$ cat config.mk
export PLATFORM = sky130hd
export DESIGN_NAME = lsu
export DESIGN_NICKNAME = d
export VERILOG_FILES = /design/src/rtl/lsu_pkg.sv /design/src/rtl/lsu_align.sv /design/src/rtl/lsu.sv
export SDC_FILE = /design/constraint.sdc
export NUM_CORES = 1
export LEC_CHECK = 0
export BUFFER_PORTS_ARGS = -buffer_cell sky130_fd_sc_hd__buf_2
export CAP_MARGIN = 5
export CORE_AREA = 2 2 203 205
export CTS_CLUSTER_DIAMETER = 80
export DETAILED_ROUTE_END_ITERATION = 7
export DIE_AREA = 0 0 205 207
export SLEW_MARGIN = 5
export SYNTH_ARGS = -nofsm -noshare
export SYNTH_HDL_FRONTEND = slang
export SYNTH_SLANG_ARGS = --single-unit
$ cat constraint.sdc
create_clock -name clk_i -period 2.4 [get_ports clk_i]
set_input_delay 0.48 -clock clk_i [delete_from_list [all_inputs] [get_ports clk_i]]
set_output_delay 0.48 -clock clk_i [all_outputs]
set_load 0.005 [all_outputs]
$ cat src/rtl/lsu_pkg.sv
// Shared encodings for the load/store unit: widths, funct3 size/sign codes,
// FSM state type and the size-to-offset-mask helper.
package lsu_pkg;

    localparam int XLEN_W     = 64;
    localparam int RS_W       = 5;
    localparam int REG_ADDR_W = 5;

    localparam logic [2:0] F3_LB  = 3'b000;
    localparam logic [2:0] F3_LH  = 3'b001;
    localparam logic [2:0] F3_LW  = 3'b010;
    localparam logic [2:0] F3_LD  = 3'b011;
    localparam logic [2:0] F3_LBU = 3'b100;
    localparam logic [2:0] F3_LHU = 3'b101;
    localparam logic [2:0] F3_LWU = 3'b110;

    typedef enum logic [1:0] {
        ST_IDLE = 2'd0,
        ST_REQ  = 2'd1,
        ST_WAIT = 2'd2,
        ST_WB   = 2'd3
    } lsu_state_e;

    // Offset bits that must be zero for a naturally aligned access of this size.
    function automatic logic [2:0] size_mask(input logic [2:0] f3);
        case (f3[1:0])
            2'b00:   return 3'b000;
            2'b01:   return 3'b001;
            2'b10:   return 3'b011;
            default: return 3'b111;
        endcase
    endfunction

endpackage

$ cat src/rtl/lsu_align.sv
// Combinational lane logic: store strobe/data shift and load shift plus
// sign/zero extension.
module lsu_align
    import lsu_pkg::*;
#(
    parameter int XLEN = 64
) (
    input  logic [2:0]        funct3_i,
    input  logic [2:0]        offset_i,
    input  logic [XLEN-1:0]   st_data_i,
    input  logic [XLEN-1:0]   ld_raw_i,
    output logic [XLEN/8-1:0] wstrb_o,
    output logic [XLEN-1:0]   st_data_o,
    output logic [XLEN-1:0]   ld_data_o
);
    localparam int NB = XLEN / 8;

    logic [NB-1:0]   base_strb;
    logic [XLEN-1:0] ld_sh;

    always_comb begin
        base_strb = '0;
        case (funct3_i[1:0])
            2'b00:   base_strb = NB'(8'h01);
            2'b01:   base_strb = NB'(8'h03);
            2'b10:   base_strb = NB'(8'h0F);
            default: base_strb = NB'(8'hFF);
        endcase
    end

    assign wstrb_o   = base_strb << offset_i;
    assign st_data_o = st_data_i << {offset_i, 3'b000};
    assign ld_sh     = ld_raw_i >> {offset_i, 3'b000};

    always_comb begin
        ld_data_o = ld_sh;
        case (funct3_i)
            F3_LB:   ld_data_o = {{(XLEN-8){ld_sh[7]}},   ld_sh[7:0]};
            F3_LH:   ld_data_o = {{(XLEN-16){ld_sh[15]}}, ld_sh[15:0]};
            F3_LW:   ld_data_o = {{(XLEN-32){ld_sh[31]}}, ld_sh[31:0]};
            F3_LBU:  ld_data_o = {{(XLEN-8){1'b0}},  ld_sh[7:0]};
            F3_LHU:  ld_data_o = {{(XLEN-16){1'b0}}, ld_sh[15:0]};
            F3_LWU:  ld_data_o = {{(XLEN-32){1'b0}}, ld_sh[31:0]};
            default: ld_data_o = ld_sh;
        endcase
    end

endmodule

$ cat src/rtl/lsu.sv
// Load/store unit feeding the register-file write port over a valid/ready bus.
// Optional misaligned-access trap: define YSYX_23060251_MISALIGN_TRAP_EN.
module lsu
    import lsu_pkg::*;
#(
    parameter int XLEN   = 64,
    parameter int ADDR_W = 32
) (
    input  logic                  clk_i,
    input  logic                  rst_i,
    input  logic                  req_valid_i,
    output logic                  req_ready_o,
    input  logic                  req_is_load_i,
    input  logic                  req_is_store_i,
    input  logic [2:0]            req_funct3_i,
    input  logic [XLEN-1:0]       req_addr_i,
    input  logic [XLEN-1:0]       req_wdata_i,
    input  logic                  req_wen_i,
    input  logic [REG_ADDR_W-1:0] req_rd_i,
    input  logic [XLEN-1:0]       req_e_wdata_i,
    output logic                  mem_req_valid_o,
    input  logic                  mem_req_ready_i,
    output logic                  mem_we_o,
    output logic [ADDR_W-1:0]     mem_addr_o,
    output logic [XLEN-1:0]       mem_wdata_o,
    output logic [XLEN/8-1:0]     mem_wstrb_o,
    input  logic                  mem_rsp_valid_i,
    input  logic [XLEN-1:0]       mem_rsp_data_i,
    input  logic                  mem_rsp_err_i,
    output logic                  wb_valid_o,
    output logic                  wb_wen_o,
    output logic [REG_ADDR_W-1:0] wb_rd_o,
    output logic                  wb_is_load_o,
    output logic [XLEN-1:0]       wb_e_wdata_o,
    output logic [XLEN-1:0]       wb_m_wdata_o,
    output logic                  err_o
);
    lsu_state_e state_q, state_d;

    logic                  is_load_q, is_store_q, wen_q, err_q;
    logic [2:0]            funct3_q;
    logic [ADDR_W-1:0]     addr_q;
    logic [XLEN-1:0]       wdata_q, e_wdata_q, rdata_q;
    logic [REG_ADDR_W-1:0] rd_q;

    logic                  accept, is_mem_in, misalign_in;
    logic [2:0]            eff_off;
    logic [XLEN/8-1:0]     strb_al;
    logic [XLEN-1:0]       wdata_al, ld_ext;
    logic                  unused_addr_hi;

    assign unused_addr_hi = &{1'b0, req_addr_i[XLEN-1:ADDR_W]};

    assign req_ready_o = (state_q == ST_IDLE) && !rst_i;
    assign accept      = req_valid_i && req_ready_o;
    assign is_mem_in   = req_is_load_i || req_is_store_i;

`ifdef YSYX_23060251_MISALIGN_TRAP_EN
    assign misalign_in = is_mem_in && |(req_addr_i[2:0] & size_mask(req_funct3_i));
    assign eff_off     = addr_q[2:0];
`else
    // Without the trap the access is silently aligned down to its natural boundary.
    assign misalign_in = 1'b0;
    assign eff_off     = addr_q[2:0] & ~size_mask(funct3_q);
`endif

    always_ff @(posedge clk_i) begin
        if (rst_i) state_q <= ST_IDLE;
        else       state_q <= state_d;
    end

    always_comb begin
        state_d = state_q;
        case (state_q)
            ST_IDLE: if (req_valid_i) state_d = (is_mem_in && !misalign_in) ? ST_REQ : ST_WB;
            ST_REQ:  if (mem_req_ready_i) state_d = ST_WAIT;
            ST_WAIT: if (mem_rsp_valid_i) state_d = ST_WB;
            default: state_d = ST_IDLE;
        endcase
    end

    always_ff @(posedge clk_i) begin
        if (rst_i) begin
            is_load_q  <= 1'b0;
            is_store_q <= 1'b0;
            wen_q      <= 1'b0;
            err_q      <= 1'b0;
            funct3_q   <= '0;
            addr_q     <= '0;
            wdata_q    <= '0;
            e_wdata_q  <= '0;
            rdata_q    <= '0;
            rd_q       <= '0;
        end else if (accept) begin
            is_load_q  <= req_is_load_i;
            is_store_q <= req_is_store_i;
            wen_q      <= req_wen_i;
            err_q      <= misalign_in;
            funct3_q   <= req_funct3_i;
            addr_q     <= req_addr_i[ADDR_W-1:0];
            wdata_q    <= req_wdata_i;
            e_wdata_q  <= req_e_wdata_i;
            rdata_q    <= '0;
            rd_q       <= req_rd_i;
        end else if (state_q == ST_WAIT && mem_rsp_valid_i) begin
            rdata_q <= mem_rsp_data_i;
            err_q   <= mem_rsp_err_i;
        end
    end

    lsu_align #(.XLEN(XLEN)) u_align (
        .funct3_i  (funct3_q),
        .offset_i  (eff_off),
        .st_data_i (wdata_q),
        .ld_raw_i  (rdata_q),
        .wstrb_o   (strb_al),
        .st_data_o (wdata_al),
        .ld_data_o (ld_ext)
    );

    // Bus and write-back fields are zero outside their own state so idle buses stay quiet.
    always_comb begin
        mem_req_valid_o = 1'b0;
        mem_we_o        = 1'b0;
        mem_addr_o      = '0;
        mem_wdata_o     = '0;
        mem_wstrb_o     = '0;
        if (state_q == ST_REQ) begin
            mem_req_valid_o = 1'b1;
            mem_we_o        = is_store_q;
            mem_addr_o      = {addr_q[ADDR_W-1:3], 3'b000};
            mem_wdata_o     = wdata_al;
            mem_wstrb_o     = strb_al;
        end
    end

    always_comb begin
        wb_valid_o   = 1'b0;
        wb_wen_o     = 1'b0;
        wb_rd_o      = '0;
        wb_is_load_o = 1'b0;
        wb_e_wdata_o = '0;
        wb_m_wdata_o = '0;
        err_o        = 1'b0;
        if (state_q == ST_WB) begin
            wb_valid_o   = 1'b1;
            wb_wen_o     = wen_q && !is_store_q && !err_q;
            wb_rd_o      = rd_q;
            wb_is_load_o = is_load_q;
            wb_e_wdata_o = e_wdata_q;
            wb_m_wdata_o = is_load_q ? ld_ext : '0;
            err_o        = err_q;
        end
    end

endmodule

== Yosys cells after proc, flatten, opt, wreduce, memory -nomap -nowiden ==
Cells that the tools add are included.

* Flip-flop bits (word level): 238
* Input port bits: 273
* Output and inout bits: 244

* Eq/ne operators: 13
* Shifts and indexed selects: 3
* Muxes and demuxes: 21
* Bitwise gates (word level): 2
* Reductions and logical operators: 14

{| class="wikitable"
|+ Operators with widths
! operator !! number
|-
| 64-bit case mux with 6 select lines || 1
|-
| 64-bit two-way mux || 4
|-
| 64-bit by 6-bit left shift with 64-bit output || 1
|-
| 64-bit by 6-bit right shift with 64-bit output || 1
|-
| 32-bit two-way mux || 1
|-
| 8-bit case mux with 3 select lines || 1
|-
| 3-bit == test (second input constant) || 3
|-
| 3-bit case mux with 3 select lines || 1
|-
| 2-bit two-way mux || 4
|-
| 8-bit two-way mux || 1
|-
| 8-bit by 3-bit left shift with 8-bit output || 1
|-
| 2-bit == test (second input constant) || 3
|-
| 1-bit two-way mux || 6
|-
| 2-bit != test (second input constant) || 3
|-
| 2-bit case mux with 3 select lines || 1
|-
| 1-bit logical AND || 5
|-
| 5-bit two-way mux || 1
|-
| 2-bit by 1-bit == test with 1-bit output (second input constant) || 2
|-
| 2-bit logical NOT || 2
|-
| 3-bit bitwise AND || 1
|-
| 3-bit by 1-bit == test with 1-bit output (second input constant) || 1
|-
| 3-bit by 2-bit == test with 1-bit output (second input constant) || 1
|-
| 1-bit logical NOT || 3
|-
| 3-bit logical NOT || 1
|-
| other kinds (4) || 4
|}

== Depth between registers and ports, before layout ==
Gate-level depths: netlist of the first run.

* Word-level depth: 8
* Depth in mapped cells: 12

== Cells and area by module ==
Synthesis of the first run repeated with hierarchy kept, for this count alone.

* Cells, all modules: 1,551
* Area total of the unflattened synthesis: 13,661.9 sq um

{| class="wikitable"
|+ By module, submodules not included
! module !! times used !! cells each !! area an instance (sq um) !! sequential area each (sq um)
|-
| lsu || 1 || 968 || 9,248.9 || 4,764.6
|-
| lsu_align || 1 || 583 || 4,413.0 || 0.0
|}

== Worst setup path after synthesis of the first run ==
OpenSTA, ideal clock, no wires.

* Kind: register to output
* Start point: register addr_q[0]
* End point: output port wb_m_wdata_o[11]
* Arrival time: 1.654 ns
* Required time: 1.920 ns
* Path slack: 0.266 ns
* Cell stages (with the launch flop): 8
* Path buffers: 2
* Path through: dfxtp_1 or3b_1 buf_2 nor2_2 buf_2 o2bb2ai_1 a32oi_1 a21oi_1

* Cells in the longest elaborated chain, start to end: 5

{| class="wikitable"
|+ RTL lines
! element !! line !! source
|-
| from (decl) || lsu.sv:42 || <nowiki>logic [ADDR_W-1:0] addr_q;</nowiki>
|-
| from (signal assigned) || lsu.sv:100 || <nowiki>addr_q <= req_addr_i[ADDR_W-1:0];</nowiki>
|-
| 3-bit bitwise AND || lsu.sv:64 || <nowiki>assign eff_off = addr_q[2:0] & ~size_mask(funct3_q);</nowiki>
|-
| 64-bit by 6-bit right shift with 64-bit output || lsu_align.sv:33 || <nowiki>assign ld_sh = ld_raw_i >> {offset_i, 3'b000};</nowiki>
|-
| 64-bit case mux with 6 select lines || lsu_align.sv:37 || <nowiki>case (funct3_i)</nowiki>
|-
| 64-bit two-way mux || lsu.sv:151 || <nowiki>wb_m_wdata_o = is_load_q ? ld_ext : '0;</nowiki>
|-
| 64-bit two-way mux || lsu.sv:145 || <nowiki>if (state_q == ST_WB) begin</nowiki>
|-
| to (decl) || lsu.sv:35 || <nowiki>output logic [XLEN-1:0] wb_m_wdata_o,</nowiki>
|}

Every way passes these cells.

== Worst setup path after layout of the first run ==
* Start point: register funct3_q[1]
* End point: output port mem_wdata_o[58]

* Cells in the longest elaborated chain, start to end: 6

{| class="wikitable"
|+ RTL lines
! element !! line !! source
|-
| from (decl) || lsu.sv:41 || <nowiki>logic [2:0] funct3_q;</nowiki>
|-
| from (signal assigned) || lsu.sv:99 || <nowiki>funct3_q <= req_funct3_i;</nowiki>
|-
| 2-bit == test, or another cell as far along || lsu_pkg.sv:26 || <nowiki>case (f3[1:0])</nowiki>
|-
| 3-bit case mux with 3 select lines (*) || lsu_pkg.sv:26 ||
|-
| 3-bit NOT (*) || lsu.sv:64 ||
|-
| 3-bit bitwise AND (*) || lsu.sv:64 ||
|-
| 64-bit by 6-bit left shift with 64-bit output (*) || lsu_align.sv:32 || <nowiki>assign st_data_o = st_data_i << {offset_i, 3'b000};</nowiki>
|-
| 64-bit two-way mux (*) || lsu.sv:128 || <nowiki>if (state_q == ST_REQ) begin</nowiki>
|-
| to (decl) || lsu.sv:25 || <nowiki>output logic [XLEN-1:0] mem_wdata_o,</nowiki>
|}

Every way passes the cells marked *; elsewhere a longest branch is shown, timed or not.

==> metrics.md, run 1 <==
| Metric | Value |
|---|---|
| Main flop type after synthesis | dfxtp_1 |
| Nets | ~2700 |
| Failing checks | setup timing |
| Status | finished with violations |
| Core area | between 0.04 and 0.05 sq mm |
| Placed Cells incl. Taps | around 2800 |
| Filler cell count | around 4000 |
| Mux cell area share after synthesis | between 6 and 7% |
| Peak VDD IR | slightly below 600 uV |
| RR Endpoint | e_wdata_q[31]$_SDFFE_PP0P_ |
| Wire length on met1 | about 24 mm |
| Worst-Margin Slew | between 0.6 and 0.7 ns |
| DR pass1 iterations | 7 |
| CP Data Required Time | 1.92 ns |
| Root Buffer | clkbuf_16 |
| Final worst slack | -0.6216 ns |
| CTS Buf Count | 29 |
| Hold Crit Depth | 3 |
| Post-route ant nets | 0 |
| Routed WL | 57.40 mm |
| Share of cells above drive strength 1 | a little under two fifths |
| Fmax | approximately 0.33 GHz |
| Hold Crit Class | input pin to flop |
| GRT Util Overall | approximately a quarter |
| Beginning of the worst hold path | req_wdata_i[10] |
| Crit Path Category | flop to output pin |
| Post-DP HPWL | 38.74 mm |
| Net Switching | between 5 and 6 mW |
| Post-synthesis cell count | 1845 |
| Die Wd | approximately 210 um |
| Post-Synth Adder-Cell Area | less than 1% |
| Clock power share | between 20 and 30% |
| Hold Path End | wdata_q[10]$_SDFFE_PP0P_ |
| Layout area overhead | 52.80% |
| Vias per inst | roughly 5.2 |
| Core Util, Final | 49.97% |
| Arrival time of the worst setup path | between 2 and 3 ns |
| Routed wl met2 | around 26 mm |
| Int Power | 10.22 mW |
| CTS Buffer Depth | 3 |
| Largest family of logic cells by synthesized area | simple AND/OR/NAND/NOR gates |
| Row count | between 70 and 80 |
| Port bufs | around 480 |
| Register bit count reported by yosys | between 200 and 250 |
| CTS H-tree lvls | 1 |
| Reg2reg setup slack | around 0.49 ns |
| RSZ-0062 raised after global routing | yes |
| Reg power frac | around 32% |
| CP peak stage delay | roughly 0.46 ns |
| R2R cell count | 8 |
| Fin cells | 2946 |
| P_leak | between 8 and 9 nW |
| Tot Pwr | about 16 mW |
| CP max-delay cell | or3b_4 |
| PwrDens | between 700 and 800 mW/mm^2 |
| CTS tree | built |
| Die ar. | approximately 0.042 sq mm |
| Wire length per cell | 19.48 um |
| DRT iter0 DRCs | 1347 |
| Routability cong. | between 0.9 and 1 |
| Fin. max-slew vios | 0 |
| Hold WS | around 0.095 ns |
| Critical path cell sequence | buf_4, or3b_4, buf_12, mux2i_2, mux2i_1, nand2_1, a21oi_2, buf_2 |
| Max_cap viols | 0 |
| CP startpoint | funct3_q[1]$_SDFFE_PP0P_ |
| Syn avg cell area | between 7 and 8 sq um |
| Clock Latency Late Sink | 0.56 ns |
| Ys async rst share | 0% |
| Die height | 207 um |
| Complex-gate fraction of the synthesized area | 17.60% |
| Minimum clock period | about 3.0 ns |
| Clock Skew | roughly 0.016 ns |
| Routed wire length on met3 | 4.953 mm |
| Top cell type by total area after synthesis | dfxtp_1 |
| Vias in the first global route | 14240 |
| Remaining DRCs | 0 |
| Clock-pin slew on the worst setup and hold paths | approximately 0.060 ns |
| Pin count of the biggest net entering global routing | around 170 |
| Crit Path Max Fanout | 9 |
| Post-synthesis sequential area ratio | 36.09% |
| Ys Warns | 0 |
| Initial antenna violation count | 12 |
| Congestion Overflow GR | 0 |
| Place WS | -0.1680 ns |
| First-pass GRT wire length | slightly above 80 mm |
| Unique masters post-synth | 45 |
| Max_slew headroom | between 50% and 60% |
| Comb power frac | between 30 and 40% |
| Synth top area cells | dfxtp_1, nand2_1, nand2b_1 |
| Post-synth EDFFs | 0 |
| Detailed-route via count | around 15000 |
| Hold Violations, Final | 0 |
| # clock sinks | 238 |
| Setup crit end kind | output pin |
| I/O Pins | 517 |
| FF-to-FF Start | state_q[1]$_SDFFE_PP0P_ |
| Startpoint types | flop |
| Yosys top cell area share | roughly 36% |
| Top sig layer | met5 |
| Starting density of the core | 32.71% |
| Post-synthesis xor/xnor area fraction | 0% |
| Mapped Area | about 0.013 sq mm |
| Final period util | 125.9% |
| Simple-gate portion of the synthesized area | around a third |
| Setup violations, final | roughly 130 |
| Sw frac | a little over a third |
-- worst max path at each step --
stage                            end  slack, ns  depth (start not counted)
floorplan           wb_m_wdata_o[11]       0.27                          7
global placement    wb_m_wdata_o[14]      -0.17                          7
detailed placement  wb_m_wdata_o[44]      -0.17                          8
CTS                 wb_m_wdata_o[22]      -0.64                          9
global route        wb_m_wdata_o[31]      -0.70                         11
finish               mem_wdata_o[58]      -0.62                          8
-- final cells by class --
class	instances	area [sq um]	area share [%]
timing repair buffer	676	4788	23.74
sequential	238	4782	23.71
clock buffer	43	848.3	4.205
inverter	7	26.28	0.1302
clock inverter	10	137.6	0.6823
tap	532	665.6	3.300
antenna	4	10.01	0.04962
multi-input combinational	1436	8915	44.19
-- stage by stage --
stage | setup TNS [ns] | instance area [sq um]
after floorplan | 0 | 13210
after global placement | -3.086 | 16980
after CTS | -67.32 | 18400
after global routing | -73.33 | 20170
final | -63.79 | 20170
after detailed placement | -5.591 | 16980
-- registers in the layout (all words and copies together), names as in the netlist --
| signal | cells |
|---|---|
| err_q | 1 |
| rdata_q | 64 |
| is_store_q | 1 |
| addr_q | 32 |
| wen_q | 1 |
| rd_q | 5 |
| e_wdata_q | 64 |
| wdata_q | 64 |
| is_load_q | 1 |
| funct3_q | 3 |
| state_q | 2 |
-- power by group through the flow --
stage,sequential [mW],combinational [mW],clock (mW)
global route,5.28,6.72,4.82
floorplan,4.95,2.72,0
detailed placement,5.18,4.68,0
global placement,5.16,4.62,0
CTS,5.12,5.06,4.68
finish,5.21,6.29,4.58
-- timing repair --
item,in CTS,in global routing
setup buffers,4,34
setup endpoints to repair,167,137
gates cloned,2,19
gates resized for setup,82,208
hold buffers,0,0
pin swaps,8,38
-- worst max-delay path, delay by kind of cell, from the launching register on --
family | cells | cell delay [ns]
flops | 1 | 0.37
mux | 2 | 0.44
buf+inv | 3 | 0.45
compound gates | 1 | 0.15
simple gates | 2 | 0.58
-- synth_stat cells (2+ instances only) --
master	n
nand2b_1	178
inv_1	7
nor4bb_1	2
nor3b_1	3
o2bb2ai_1	16
nor4_1	3
buf_2	53
nor2_1	56
mux4_2	10
buf_1	12
o21ai_0	211
a22oi_1	11
ha_1	4
o21a_1	2
nand2_1	465
and3_1	8
nor2b_1	12
clkbuf_1	94
and2_1	111
a21oi_1	141
nor3_1	6
o32ai_1	3
a31oi_1	25
a32oi_1	6
buf_4	8
nand3_1	75
or3_1	2
dfxtp_1	238
o31ai_1	4
mux2_2	13
mux2i_1	52
-- cells in the final DEF, fill, tap and decap left out, types with 5 or more instances in the layout --
master     instances
a22oi_2           10
mux2_2            13
mux4_2            10
buf_4            114
nand2_1          456
buf_8              6
o2bb2ai_1          6
nand2b_1         175
and3_1             6
nor2_4             9
clkbuf_1           7
o2bb2ai_4          8
a31oi_2           10
inv_1              7
buf_12            34
nor2_1            45
dfxtp_1          232
a21oi_1          103
nand3_2            5
clkbuf_8           7
mux2i_4           11
nand2_2            8
nand3_1           69
nor2b_4            8
and2_1           106
a21oi_2           35
a31oi_1            9
mux2i_1           27
a31oi_4            6
buf_2            475
buf_6             29
mux2i_2           14
clkbuf_16         44
o21ai_0          207
-- per-layer routing --
metal,global-route usage (%),vias to the layer above
met4,8.906,16
met5,0,-
li1,-,7240
met2,38.32,736
met1,31.11,7175
met3,5.396,156
-- cells by family (layout without fill, tap and decap cells) --
kind of cell	after synthesis	after routing
compound gates	426	426
simple gates	926	928
flops	238	238
other cells	1	7
fa+ha+maj	4	4
buf+inv	175	736
mux	75	75
Note: power is estimated with default switching activity, not from simulation.
==> inputs of run 2 (changes only) <==
--- a/config.mk
+++ b/config.mk
@@ -15,3 +15,4 @@
 export SYNTH_ARGS = -nofsm -noshare
 export SYNTH_HDL_FRONTEND = slang
 export SYNTH_SLANG_ARGS = --single-unit
+export TNS_END_PERCENT = 30
==> run 2 against run 1 <==
  * The flow still finishes with violations (setup timing)
  * Via count fell by 2.1%
  * Clock power barely moved
  * Final cell count fell by 1.2%
  * Count of clock-buffer cells in the layout did not move
  * Design area fell by 4.3%
  * Power fell by 4.0%
  * Sequential share of layout area rose by 1.1 points
  * Maximum frequency barely moved
  * Largest power group unchanged
  * Worst hold slack improved by 0.0048 ns
==> metrics.md, run 2 (synthesis results as in run 1) <==
| Metric | Value |
|---|---|
| Status | finished with violations |
| Failing checks | setup timing |
| Die height | 207 um (unchanged) |
| Crit path max-delay family | buffers and inverters |
| Most common cell after layout, fill and taps aside | buf_2 |
| Setup violations, final | 131 (-0.76%) |
| Die ar. | 0.04244 sq mm (unchanged) |
| Arrival time of the worst setup path | 2.54 ns (about the same) |
| Hold Crit Depth | 3 (unchanged) |
| First-pass GRT wire length | 80.99 mm (about the same) |
| CP Data Required Time | 1.92 ns (about the same) |
| I/O Pins | 517 (unchanged) |
| CTS H-tree lvls | 1 (unchanged) |
| Wire length per cell | 18.87 um (-3.1%) |
| CTS Buf Count | 29 (unchanged) |
| Int Power | 9.855 mW (-3.5%) |
| Peak VDD IR | 560.0 uV (-5.2%) |
| Largest regs | e_wdata_q (64), rdata_q (64), wdata_q (64) |
| Routed WL | 54.92 mm (-4.3%) |
| Vias per inst | 5.156 (-0.86%) |
| R2R cell count | 8 (unchanged) |
| CTS tree | built |
| Dpl cell area | 0.01698 sq mm (unchanged) |
| Core Util, Final | 47.80% (-2.2 points) |
| Fin. max-slew vios | 0 (unchanged) |
| Final period util | 125.9% (about the same) |
| Comb power frac | 36.9% (-2.2 points) |
| Routability cong. | 0.9407 (unchanged) |
| Fmax | 0.3310 GHz (about the same) |
| Most frequent cells in the layout | buf_2, nand2_1, dfxtp_1 |
| Layout area overhead | 46.15% |
| Crit Path Category | flop to output pin |
| P_leak | 8.224 nW (-3.1%) |
| PwrDens | 799.6 mW/mm^2 (+0.31%) |
| Tot Pwr | 15.43 mW (-4.0%) |
| Pin count of the biggest net entering global routing | 165 (unchanged) |
| Core area | 0.04037 sq mm (unchanged) |
| # clock sinks | 238 (unchanged) |
| Minimum clock period | 3.021 ns (-0.0003100 ns) |
| CP peak stage delay | 0.36 ns (-0.10 ns) |
| Post-route ant nets | 0 (unchanged) |
| Sw frac | 36.12% (-0.34 points) |
| Crit path depth | 11 (+3) |
| Post-DP HPWL | 38.74 mm (unchanged) |
| Vias in the first global route | 14180 (-0.38%) |
| Initial antenna violation count | 11 (-1) |
| Max_slew headroom | 57.68% (-0.20 points) |
| Clock-pin slew on the worst setup and hold paths | 0.06 ns (about the same) |
| Worst-Margin Slew | 0.6334 ns (+0.001586 ns) |
| Net Switching | 5.573 mW (-4.9%) |
| Max_cap viols | 0 (unchanged) |
| RSZ-0062 raised after global routing | yes |
| CTS Buffer Depth | 3 (unchanged) |
| Nets | 2629 (-1.4%) |
| Seq. cell area | 0.004782 sq mm (unchanged) |
| Setup crit end kind | output pin |
| Hold Crit Class | input pin to flop |
| Placed Cells incl. Taps | 2832 (unchanged) |
| Final worst slack | -0.6212 ns (+0.0003100 ns) |
| Critical path cell sequence | buf_4, nor2b_4, buf_4, nor3_2, o21ai_1, buf_4, a32oi_4, buf_12, clkbuf_16, a31oi_2, buf_2 |
| Starting density of the core | 32.71% (unchanged) |
| Total negative slack | -59.87 ns (+3.923 ns) |
| DRT iter0 DRCs | 1481 (+9.9%) |
| Hold Violations, Final | 0 (unchanged) |
| Finished Cell Area | 0.01930 sq mm (-4.3%) |
| Crit path top cell by count | buf_4 |
| Fin cells | 2910 (-1.2%) |
| Row count | 74 (unchanged) |
| Multi-input logic area | 0.008596 sq mm (-3.6%) |
| Die Wd | 205 um (unchanged) |
| Clock Latency Late Sink | 0.57 ns (about the same) |
| GRT Util Overall | 23.86% (unchanged) |
| Share of cells above drive strength 1 | 36.10% (-2.3 points) |
| Root Buffer | clkbuf_16 |
| Filler cell count | 4077 (+2.4%) |
| # hold bufs at CTS | 0 (unchanged) |
| CP max-delay cell | dfxtp_4 |
| Detailed-route via count | 15010 (-2.1%) |
| Clock power share | 29.6% (+1.1 points) |
| Congestion Overflow GR | 0 (unchanged) |
| Buf/Inv on CP | 6 (+3) |
| Crit Path Max Fanout | 7 (-2) |
| Startpoint types | flop |
| Clock Skew | 0.01536 ns (-0.001090 ns) |
| Reg power frac | 33.5% (+1.1 points) |
| DR pass1 iterations | 7 (unchanged) |
| Port bufs | 481 (unchanged) |
| Remaining DRCs | 0 (unchanged) |
-- run 2: cell types whose count changed in the layout (fill, tap and decap cells not counted), moves of 4 or more --
cell / before / now
buf_4: 114 / 106
o2bb2ai_4: 8 / 0
clkbuf_16: 44 / 35
a21oi_2: 35 / 27
nand2_2: 8 / 3
buf_6: 29 / 11
nand2_1: 456 / 462
a21oi_1: 103 / 111
o2bb2ai_2: 2 / 8
mux2i_4: 11 / 6
mux2i_2: 14 / 8
mux2i_1: 27 / 38
buf_12: 34 / 30
buf_2: 475 / 480
-- run 2: timing repair --
action,4_1_cts,5_1_grt
gates cloned,2,9
hold endpoints to repair,0,0
pin swaps,8,30
resized for setup,62,147
endpoints found under the setup margin,167,168
buffers inserted,4,8
-- run 2: worst reg2reg max path: stages (launching register included) --
cell and delay, ns:
dfxtp_2 0.34, inv_1 0.08, ha_1 0.19, inv_1 0.07, nor2_1 0.16, and2_4 0.21
buf_12 0.18, buf_4 0.35, o21ai_0 0.15
-- run 2: power by group through the flow --
stage                     combinational [mW]  sequential, mW  clock (mW)
after CTS                               4.98            5.12        4.68
after floorplan                         2.72            4.95           0
final                                   5.69            5.18        4.56
after global placement                  4.62            5.16           0
after detailed placement                4.68            5.18           0
after global routing                    6.12            5.24        4.83
-- run 2: layer usage --
metal	vias up	global-route usage (%)	part of all wire [%]
met5	-	0	0.16
met4	16	8.559	3.3
met3	125	5.318	8.3
met2	669	38.46	46
met1	7024	31.18	42
li1	7171	-	-
-- run 2: path summary, 6_finish.rpt --
| check | startpoint | endpoint | slack (ns) |
|---|---|---|---|
| setup / recovery | addr_q[0]$_SDFFE_PP0P_ | wb_m_wdata_o[29] | -0.62 |
| setup reg to reg | state_q[0]$_SDFFE_PP0P_ | e_wdata_q[31]$_SDFFE_PP0P_ | 0.56 |
| hold / removal | req_wdata_i[10] | wdata_q[10]$_SDFFE_PP0P_ | 0.1 |
| hold reg to reg | rdata_q[6]$_SDFFE_PP0P_ | rdata_q[6]$_SDFFE_PP0P_ | 0.46 |
-- run 2: area by class of cell --
cell class              instances  share of cell area (%)
diodes                          4                 0.05187
flip-flops and latches        238                   24.78
multi-input cells            1435                   44.55
clock buffers                  43                   4.396
repair buffers                641                   21.92
inverters                       7                  0.1362
clock inverters                10                  0.7133
well taps                     532                   3.450
-- run 2: per-stage QoR --
stage,worst slack (ns),hold slack (ns)
5_1_grt,-0.6771,0.08046
4_1_cts,-0.6447,0.07202
3_5_place_dp,-0.1680,0.4502
3_3_place_gp,-0.1713,0.4447
6_report,-0.6212,0.09984
2_1_floorplan,0.2656,0.4357
==> inputs of run 3 (changes only) <==
--- a/config.mk
+++ b/config.mk
@@ -7,10 +7,11 @@
 export LEC_CHECK = 0
 export BUFFER_PORTS_ARGS = -buffer_cell sky130_fd_sc_hd__buf_2
 export CAP_MARGIN = 5
-export CORE_AREA = 2 2 203 205
+export CORE_AREA = 2 2 201 203
+export CTS_BUF_LIST = sky130_fd_sc_hd__clkbuf_4
 export CTS_CLUSTER_DIAMETER = 80
 export DETAILED_ROUTE_END_ITERATION = 7
-export DIE_AREA = 0 0 205 207
+export DIE_AREA = 0 0 203 205
 export SLEW_MARGIN = 5
 export SYNTH_ARGS = -nofsm -noshare
 export SYNTH_HDL_FRONTEND = slang
==> run 3 against run 2 <==
  * The flow still finishes with violations (setup timing)
  * Sequential power hardly changed
  * Die area is 1.9% lower
  * Critical path depth is 3 lower
  * Clock skew is 0.022 ns higher
  * Core utilization is 7.1 points higher
  * Worst hold slack better by 0.098 ns
  * Register-to-register slack worse by 0.07 ns
  * Wire length is 8.8% higher
==> metrics.md, run 3 (synthesis results as in run 1) <==
| Metric | Value |
|---|---|
| Status | finished with violations |
| Failing checks | setup timing |
| Die ar. | 0.04162 sq mm (-1.9%) |
| Nets | 2910 (+11%) |
| Setup violations, final | 138 (+5.3%) |
| RSZ-0062 raised after global routing | yes |
| DRT iter0 DRCs | 1366 (-7.8%) |
| Startpoint types | flop |
| Root Buffer | clkbuf_4 |
| Beginning of the worst hold path | mem_req_ready_i |
| Final period util | 133.1% (+7.2 points) |
| Layout area overhead | 63.65% |
| CTS H-tree lvls | 3 (+2) |
| P_leak | 9.286 nW (+13%) |
| CP startpoint | funct3_q[0]$_SDFFE_PP0P_ |
| Clock Latency Late Sink | 0.72 ns (+0.15 ns) |
| Clock-pin slew on the worst setup and hold paths | 0.06 ns (about the same) |
| Fin cells | 3215 (+10%) |
| FF-to-FF Start | state_q[0]$_SDFFE_PP0P_ |
| Crit Path Max Fanout | 6 (-1) |
| Clock Skew | 0.03734 ns (+0.02198 ns) |
| Die height | 205 um (-0.97%) |
| Row count | 73 (-1.4%) |
| Final worst slack | -0.7946 ns (-0.1734 ns) |
| # clock sinks | 238 (unchanged) |
| Placed Cells incl. Taps | 2812 (-0.71%) |
| Die Wd | 203 um (-0.98%) |
| PwrDens | 704.9 mW/mm^2 (-12%) |
| Post-route ant nets | 0 (unchanged) |
| Starting density of the core | 33.54% (+0.83 points) |
| R2R cell count | 8 (unchanged) |
| Detailed-route via count | 16400 (+9.3%) |
| I/O Pins | 517 (unchanged) |
| Congestion Overflow GR | 0 (unchanged) |
| Worst-Margin Slew | 0.5725 ns (-0.06087 ns) |
| CP peak stage delay | 0.40 ns (+0.04 ns) |
| Pin count of the biggest net entering global routing | 114 (-31%) |
| Port bufs | 481 (unchanged) |
| Peak VDD IR | 511.8 uV (-8.6%) |
| Largest regs | e_wdata_q (64), rdata_q (64), wdata_q (64) |
| Max_slew headroom | 61.83% (+4.1 points) |
| Most frequent cells in the layout | buf_2, nand2_1, dlygate4sd3_1 |
| Max_cap viols | 0 (unchanged) |
| Core area | 0.03937 sq mm (-2.5%) |
| CTS Buffer Depth | 3 (unchanged) |
| CP Data Required Time | 1.92 ns (about the same) |
| Crit Path Category | flop to output pin |
| Share of cells above drive strength 1 | 34.92% (-1.2 points) |
| Initial antenna violation count | 9 (-2) |
| Hold Crit Depth | 4 (+1) |
| Most common cell after layout, fill and taps aside | buf_2 |
| Post-DP HPWL | 38.71 mm (about the same) |
| Setup crit end kind | output pin |
| DR pass1 iterations | 5 (-2) |
| CP max-delay cell | nor4_4 |
| CTS Buf Count | 73 (+150%) |
| CTS tree | built |
| Fmax | 0.3130 GHz (-5.4%) |
| Filler cell count | 3625 (-11%) |
| First-pass GRT wire length | 89.56 mm (+11%) |
| Vias per inst | 5.100 (-1.1%) |
| Remaining DRCs | 0 (unchanged) |
| Arrival time of the worst setup path | 2.71 ns (+0.17 ns) |
| Routability cong. | 0.9355 (-0.55%) |
| Wire length per cell | 18.59 um (-1.5%) |
| Hold Violations, Final | 0 (unchanged) |
| Fin. max-slew vios | 0 (unchanged) |
| Routed WL | 59.76 mm (+8.8%) |
| Tot Pwr | 15.23 mW (-1.3%) |
| Minimum clock period | 3.195 ns (+0.1734 ns) |
| Critical path cell sequence | nand2b_4, nor4_4, nor3_4, a32oi_4, buf_8, buf_16, a21oi_1, buf_2 |
| GRT Util Overall | 27.34% (+3.5 points) |
| Core Util, Final | 54.88% (+7.1 points) |
| Hold Crit Class | input pin to flop |
| Vias in the first global route | 16090 (+13%) |
==> run 3: changes by cell type in the layout (fill, tap and decap cells not counted), sizes merged <==
cell	before	now
dlygate4sd3	0	236
bufinv	3	1
clkbuf	49	100
or3b	2	1
buf	635	641
diode	4	7
inv	9	10
clkinv	3	21
==> run 3: what timing repair did <==
item,CTS,global route
pin swaps,15,27
gates resized for setup,123,134
hold buffers,236,0
setup endpoints to repair,240,241
gates cloned,8,2
setup buffers,23,8
endpoints found under the hold margin,236,0
==> run 3: path summary, 6_finish.rpt <==
path                            slack [ns]                       end
worst max-delay path                 -0.79          wb_m_wdata_o[55]
worst min-delay path                  0.20   state_q[0]$_SDFFE_PP0P_
worst max register to register        0.49  rdata_q[36]$_SDFFE_PP0P_
worst min register to register        0.46  rdata_q[44]$_SDFFE_PP0P_
==> run 3: metrics by stage <==
step | setup TNS [ns] | area (sq um) | worst slack (ns) | hold slack [ns]
final | -84.05 | 21610 | -0.7946 | 0.1982
after global routing | -104.66 | 21600 | -0.9196 | 0.1772
after CTS | -134.50 | 20950 | -0.8433 | 0.1076
after detailed placement | -6.224 | 16840 | -0.1952 | 0.4505
after global placement | -3.781 | 16840 | -0.1458 | 0.4489
after floorplan | 0 | 13210 | 0.2656 | 0.4357
==> run 3: final cells by class <==
class	count	area (sq um)	area share, %
Multi-Input combinational cell	1434	8617	39.88
Timing Repair Buffer	879	6613	30.61
Sequential cell	238	4787	22.16
Clock buffer	98	735.7	3.405
Tap cell	525	656.9	3.040
Clock inverter	27	143.9	0.6660
Inverter	7	35.03	0.1621
Antenna cell	7	17.52	0.08107
==> run 3: per-layer routing <==
layer / vias up / global-route usage [%] / share of wire (%)
met1: 7643 / 34.04 / 41
met4: 6 / 13.56 / 4.5
met5: - / 0 / 0.057
met3: 174 / 5.997 / 7.6
li1: 7763 / - / -
met2: 810 / 44.68 / 47
==> run 3: worst max-delay path, delay by kind of cell, from the launching register on <==
kind / cells / cell delay [ns]
compound gates: 2 / 0.42
buf+inv: 3 / 0.50
flops: 1 / 0.37
simple gates: 3 / 0.69
==> run 3: where the power goes <==
group | switching (mW) | internal, mW | leakage, nW | total, mW
Combinational | 3.27 | 2.79 | 6.81 | 6.07
Sequential | 0.606 | 4.60 | 1.95 | 5.20
Clock | 1.95 | 2.01 | 0.523 | 3.96
